===== src/rtl/tinyrv1_scycle_proc.sv =====
// Single-cycle TinyRV1 core: fetch, decode, execute, memory and writeback in one clock.
// Instruction and data ports are combinational; a writeback trace is exported.
module tinyrv1_scycle_proc #(
  parameter logic [31:0] RESET_PC = 32'h0000_0000
) (
  input  logic        clk,
  input  logic        rst,
  output logic        imemreq_val,
  output logic [31:0] imemreq_addr,
  input  logic [31:0] imemresp_data,
  output logic        dmemreq_val,
  output logic        dmemreq_type,
  output logic [31:0] dmemreq_addr,
  output logic [31:0] dmemreq_wdata,
  input  logic [31:0] dmemresp_rdata,
  input  logic [31:0] in0,
  input  logic [31:0] in1,
  input  logic [31:0] in2,
  output logic [31:0] out0,
  output logic [31:0] out1,
  output logic [31:0] out2,
  output logic        trace_val,
  output logic [31:0] trace_addr,
  output logic [31:0] trace_data
);

  localparam logic [6:0] OpReg    = 7'b0110011;
  localparam logic [6:0] OpImm    = 7'b0010011;
  localparam logic [6:0] OpLoad   = 7'b0000011;
  localparam logic [6:0] OpStore  = 7'b0100011;
  localparam logic [6:0] OpJal    = 7'b1101111;
  localparam logic [6:0] OpJalr   = 7'b1100111;
  localparam logic [6:0] OpBranch = 7'b1100011;
  localparam logic [6:0] OpSystem = 7'b1110011;

  logic [31:0] pc_q, pc_d;
  logic [31:0] rf_q [32];
  logic [31:0] out0_q, out1_q, out2_q;

  // Instruction fields
  logic [6:0]  opcode;
  logic [4:0]  rd, rs1, rs2;
  logic [2:0]  funct3;
  logic [6:0]  funct7;
  logic [11:0] csr;
  logic [31:0] imm_i, imm_s, imm_b, imm_j;
  logic [31:0] rs1_val, rs2_val, pc_plus4;

  assign opcode = imemresp_data[6:0];
  assign rd     = imemresp_data[11:7];
  assign funct3 = imemresp_data[14:12];
  assign rs1    = imemresp_data[19:15];
  assign rs2    = imemresp_data[24:20];
  assign funct7 = imemresp_data[31:25];
  assign csr    = imemresp_data[31:20];

  assign imm_i = {{20{imemresp_data[31]}}, imemresp_data[31:20]};
  assign imm_s = {{20{imemresp_data[31]}}, imemresp_data[31:25], imemresp_data[11:7]};
  assign imm_b = {{20{imemresp_data[31]}}, imemresp_data[7], imemresp_data[30:25],
                  imemresp_data[11:8], 1'b0};
  assign imm_j = {{12{imemresp_data[31]}}, imemresp_data[19:12], imemresp_data[20],
                  imemresp_data[30:21], 1'b0};

  // x0 is hardwired to zero on the read side
  assign rs1_val  = (rs1 == 5'd0) ? 32'd0 : rf_q[rs1];
  assign rs2_val  = (rs2 == 5'd0) ? 32'd0 : rf_q[rs2];
  assign pc_plus4 = pc_q + 32'd4;

  logic        wb_en;
  logic [31:0] wb_data;
  logic        dmem_val, dmem_wr;
  logic [31:0] dmem_addr;
  logic [2:0]  csr_we;

  // Decode and execute: next PC, writeback, data access and CSR write strobes
  always_comb begin
    pc_d      = pc_plus4;
    wb_en     = 1'b0;
    wb_data   = 32'd0;
    dmem_val  = 1'b0;
    dmem_wr   = 1'b0;
    dmem_addr = rs1_val + imm_i;
    csr_we    = 3'b000;
    case (opcode)
      OpReg: begin
        if (funct3 == 3'b000 && funct7 == 7'b0000000) begin
          wb_en   = 1'b1;
          wb_data = rs1_val + rs2_val;
        end else if (funct3 == 3'b000 && funct7 == 7'b0000001) begin
          wb_en   = 1'b1;
          wb_data = rs1_val * rs2_val;
        end
      end
      OpImm: begin
        if (funct3 == 3'b000) begin
          wb_en   = 1'b1;
          wb_data = rs1_val + imm_i;
        end
      end
      OpLoad: begin
        if (funct3 == 3'b010) begin
          dmem_val = 1'b1;
          wb_en    = 1'b1;
          wb_data  = dmemresp_rdata;
        end
      end
      OpStore: begin
        if (funct3 == 3'b010) begin
          dmem_val  = 1'b1;
          dmem_wr   = 1'b1;
          dmem_addr = rs1_val + imm_s;
        end
      end
      OpJal: begin
        wb_en   = 1'b1;
        wb_data = pc_plus4;
        pc_d    = pc_q + imm_j;
      end
      OpJalr: begin
        if (funct3 == 3'b000) pc_d = rs1_val;
      end
      OpBranch: begin
        if (funct3 == 3'b001 && rs1_val != rs2_val) pc_d = pc_q + imm_b;
      end
      OpSystem: begin
        if (funct3 == 3'b010) begin
          case (csr)
            12'hFC2: begin wb_en = 1'b1; wb_data = in0; end
            12'hFC3: begin wb_en = 1'b1; wb_data = in1; end
            12'hFC4: begin wb_en = 1'b1; wb_data = in2; end
            default: ;
          endcase
        end else if (funct3 == 3'b001) begin
          case (csr)
            12'h7C2: csr_we = 3'b001;
            12'h7C3: csr_we = 3'b010;
            12'h7C4: csr_we = 3'b100;
            default: ;
          endcase
        end
      end
      default: ;
    endcase
  end

  // PC register
  always_ff @(posedge clk or negedge rst) begin
    if (!rst) pc_q <= RESET_PC;
    else      pc_q <= pc_d;
  end

  // Register file; writes to x0 are dropped
  always_ff @(posedge clk or negedge rst) begin
    if (!rst) begin
      for (int i = 0; i < 32; i++) rf_q[i] <= 32'd0;
    end else if (wb_en && rd != 5'd0) begin
      rf_q[rd] <= wb_data;
    end
  end

  // Output CSRs
  always_ff @(posedge clk or negedge rst) begin
    if (!rst) begin
      out0_q <= 32'd0;
      out1_q <= 32'd0;
      out2_q <= 32'd0;
    end else begin
      if (csr_we[0]) out0_q <= rs1_val;
      if (csr_we[1]) out1_q <= rs1_val;
      if (csr_we[2]) out2_q <= rs1_val;
    end
  end

  assign imemreq_val   = rst;
  assign imemreq_addr  = pc_q;
  assign dmemreq_val   = rst & dmem_val;
  assign dmemreq_type  = dmem_wr;
  assign dmemreq_addr  = dmem_addr;
  assign dmemreq_wdata = dmem_wr ? rs2_val : 32'd0;
  assign out0          = out0_q;
  assign out1          = out1_q;
  assign out2          = out2_q;
  assign trace_val     = rst & wb_en & (rd != 5'd0);
  assign trace_addr    = {27'd0, rd};
  assign trace_data    = wb_data;

endmodule


===== config.mk =====
export PLATFORM = sky130hd
export DESIGN_NAME = tinyrv1_scycle_proc
export DESIGN_NICKNAME = d
export VERILOG_FILES = /design/src/rtl/tinyrv1_scycle_proc.sv
export SDC_FILE = /design/constraint.sdc
export NUM_CORES = 2
export LEC_CHECK = 0
export CORE_MARGIN = 3
export CORE_UTILIZATION = 55
export DETAILED_ROUTE_END_ITERATION = 7
export PLACE_DENSITY = 0.74
export REMOVE_ABC_BUFFERS = 1
export SLEW_MARGIN = 10
export SYNTH_ARGS = -nofsm -noshare
export SYNTH_HDL_FRONTEND = slang
export SYNTH_SLANG_ARGS = --single-unit

===== constraint.sdc =====
create_clock -name clk -period 17.45 [get_ports clk]
set_clock_uncertainty 0.15 [all_clocks]
set_input_delay 1.745 -clock clk [delete_from_list [all_inputs] [get_ports clk]]
set_output_delay 1.745 -clock clk [all_outputs]
set_load 0.05 [all_outputs]

==> key figures <==
Global routing
  – Initial antenna violation count: 24
  – GRT overflow: 0
  – GRT Util Overall: 0.433
  – Vias in the first global route: 71.6k
  – Largest net degree at the start of global routing: 175
  – First-pass GRT wire length: 492000 um

Routing
  – Antenna Nets Post-Route: 0
  – Via-per-instance ratio: 6.78
  – Avg WL per Cell: roughly 32 um
  – Detailed Route WL: 339000 um
  – DRT iter0 DRCs: 10.2k
  – Drt pass-1 iters: 7
  – Via count: between 70k and 80k
  – DRC viols: 0

Floorplanning
  – Initial Utilization: 0.554
  – # IOs: 422
  – Core ar.: roughly 0.15 mm2
  – Die height: 395 um
  – Die Area: 0.156 mm2
  – Site Rows: 142
  – Die Width: approximately 400 um

Clock tree
  – Clock Path Buffers: 3
  – Cts repair resizes: 0
  – CTS tree: yes
  – Clk_lat worst skew: 0.80 ns
  – CTS Buf Count: approximately 130
  – H-tree depth: 4
  – Clk sinks: 1152
  – # hold bufs at CTS: 0
  – Clk pin slew, worst setup/hold paths: about 0.060 ns
  – CTS Root Cell: clkbuf_16
  – Postcts setup bufs: 0

STA
  – Final period util: 0.903
  – Worst slew margin: 0.0786
  – Setup TNS: 0 ns
  – Final Hold Viols: 0
  – RSZ-0062 raised after global routing: no
  – F_max: 63.5 MHz
  – Setup Viol. Count Final: 0
  – Min Tclk post-route: about 16 ns
  – Worst slew pin tran: about 1.4 ns
  – Final Slew Violations: 0

Power
  – PwrDens: between 70 and 80 mW/mm2
  – Overall Power: 7010 uW
  – Leak: 0.0417 uW
  – Max rail drop VDD: 0.0000956 V

Placed design
  – # port buffers: 394
  – HPWL Detailed: 232000 um
  – Gpl congestion: 1.07

Setup path
  – CP max stage cell: a211o_1
  – Crit path launch type: primary input
  – Reg2reg start: rf_q[263]
  – Worst Path Arrival: around 14 ns
  – CP startpoint: imemresp_data[15]
  – Register-to-Register Setup Slack: approximately 5.9 ns
  – CP max stage delay: between 0.9 and 1 ns
  – Worst setup path endpoint: trace_data[28]
  – FF-to-FF End: rf_q[665]
  – Most Frequent Cell on Critical Path: fa_1
  – CP max FO: 69
  – CP required: 15.55 ns
  – CP endpoint kind: output port
  – Setup CP Type: in2out
  – R2r worst-path depth: 31

Run
  – Max-Cap Viols: 0

Yosys
  – FF+latch count, synth: around 1.2k
  – Yosys warns: 0
  – Post-synth EDFFs: 0
  – Async set-reset flop share out of synthesis: 1.00
  – Post-synthesis sequential area ratio: 0.347
  – Gate Count Post-Synth: 8532
  – Most common flop cell mapped by yosys: dfrtp_1
  – Cell variety after synth: between 90 and 100
  – Synth Cell Area: 0.0832 mm2
  – Avg Cell Area, Syn: 9.75 um2
  – Top-area cell type share of the netlist area: 0.347
  – Area contributors post-synth: dfrtp_1 (35%), mux4_2 (13%), fa_1 (9.9%), nand2_1 (6.1%), o21ai_0 (5.9%)
  – Area leader, netlist: dfrtp_1

Hold path
  – Hold Crit Class: reg2reg

Outcome
  – Status: finished clean

Finish
  – Layout cell share with drive strength beyond 1: 0.134
  – Commonest non-fill, non-tap cells in the layout: nand2_1 (1328), dfrtp_1 (1152), o21ai_0 (986)
  – Area growth syn-to-layout: 12.1%
  – Commonest non-fill, non-tap cell in the layout: nand2_1
  – Fin nets: 9375
==> metrics by stage <==
step                worst slack [ns]  instances  instance area (um2)  hold WS (ns)   util
floorplan                       2.46       7817                79900         0.199      -
global placement                2.01      10500                88800         0.213  0.591
detailed placement              1.91      10500                88800         0.214  0.591
CTS                             1.89      10700                93200         0.228  0.621
global route                    1.48      10700                93200         0.236  0.621
finish                          1.69      10700                93300         0.228  0.621
==> metal layers <==
layer / vias up / wire length, um / GRT usage
met5: - / 97 / 0
met4: 14 / 27400 / 0.283
met3: 1398 / 47000 / 0.152
met2: 5564 / 144000 / 0.623
met1: 36100 / 120000 / 0.555
li1: 29500 / - / -
==> cells by family (layout without fill, tap and decap cells) <==
family,count (synthesis),count (layout),share of synthesized area
multiplexers,768,768,0.165
AO/OA/AOI/OAI,1970,1970,0.139
flip-flops,1152,1152,0.347
buffers and inverters,1334,1445,0.0679
other,1,46,0.0000451
adder cells (fa/ha/maj),648,648,0.135
XOR/XNOR,232,232,0.0253
AND/OR/NAND/NOR,2427,2427,0.122
==> registers in the layout (all words and copies together) (netlist names) <==
name,count
rf_q,1024
out1,32
imemreq_addr,32
out0,32
out2,32
==> Yosys cell counts, types with 21 or more instances <==
library cell  instances
mux4_2              474
inv_1               574
o21bai_1             39
nand4_1              37
nor2b_1              45
dfrtp_1            1152
mux2i_1             194
and3_1               45
o221ai_1             47
fa_1                413
nand2b_1             54
o21a_1               23
a21oi_1             427
and2_1               37
o211ai_1             21
buf_2                84
o22ai_1              45
nor3_1               40
nor2_1              649
nand2_1            1361
clkbuf_1            530
xor2_1               73
buf_4                62
a31oi_1              28
mux2_2               99
buf_6                32
nand3_1              66
ha_1                232
a221oi_1             38
a22oi_1              21
o31a_1               38
a211oi_1             28
a21o_1               74
buf_1                27
o21ai_0             988
xnor2_1             153
==> critical path, delay by kind of cell <==
kind	cells	cell delay (ns)
xor+xnor	1	0.38
mux	1	0.57
buf+inv	7	2.67
fa+ha+maj	10	4.87
simple gates	4	0.42
compound gates	9	2.94
==> final cells by class <==
type                       instances  area (um2)
fill                           12300       56800
multi-input combinational       6072       49500
sequential                      1152       28800
timing repair buffer             618        5750
clock buffer                     192        3800
tap                             2016        2520
inverter                         593        2230
clock inverter                    42         644
antenna                           19        47.5
==> power breakdown <==
| part | total [uW] | switching, uW | internal [uW] |
|---|---|---|---|
| Combinational | 1380 | 931 | 444 |
| Sequential | 2750 | 57.6 | 2690 |
| Clock | 2890 | 1210 | 1680 |
==> worst min path at each step <==
stage	startpoint	endpoint	slack (ns)	cells after the start
floorplan	rf_q[1012]	rf_q[1012]	0.20	0
global placement	rf_q[995]	rf_q[995]	0.21	0
detailed placement	rf_q[995]	rf_q[995]	0.21	0
CTS	rf_q[995]	rf_q[995]	0.23	0
global route	rf_q[995]	rf_q[995]	0.24	0
finish	rf_q[995]	rf_q[995]	0.23	0
Note: power is estimated with default switching activity, not from simulation.
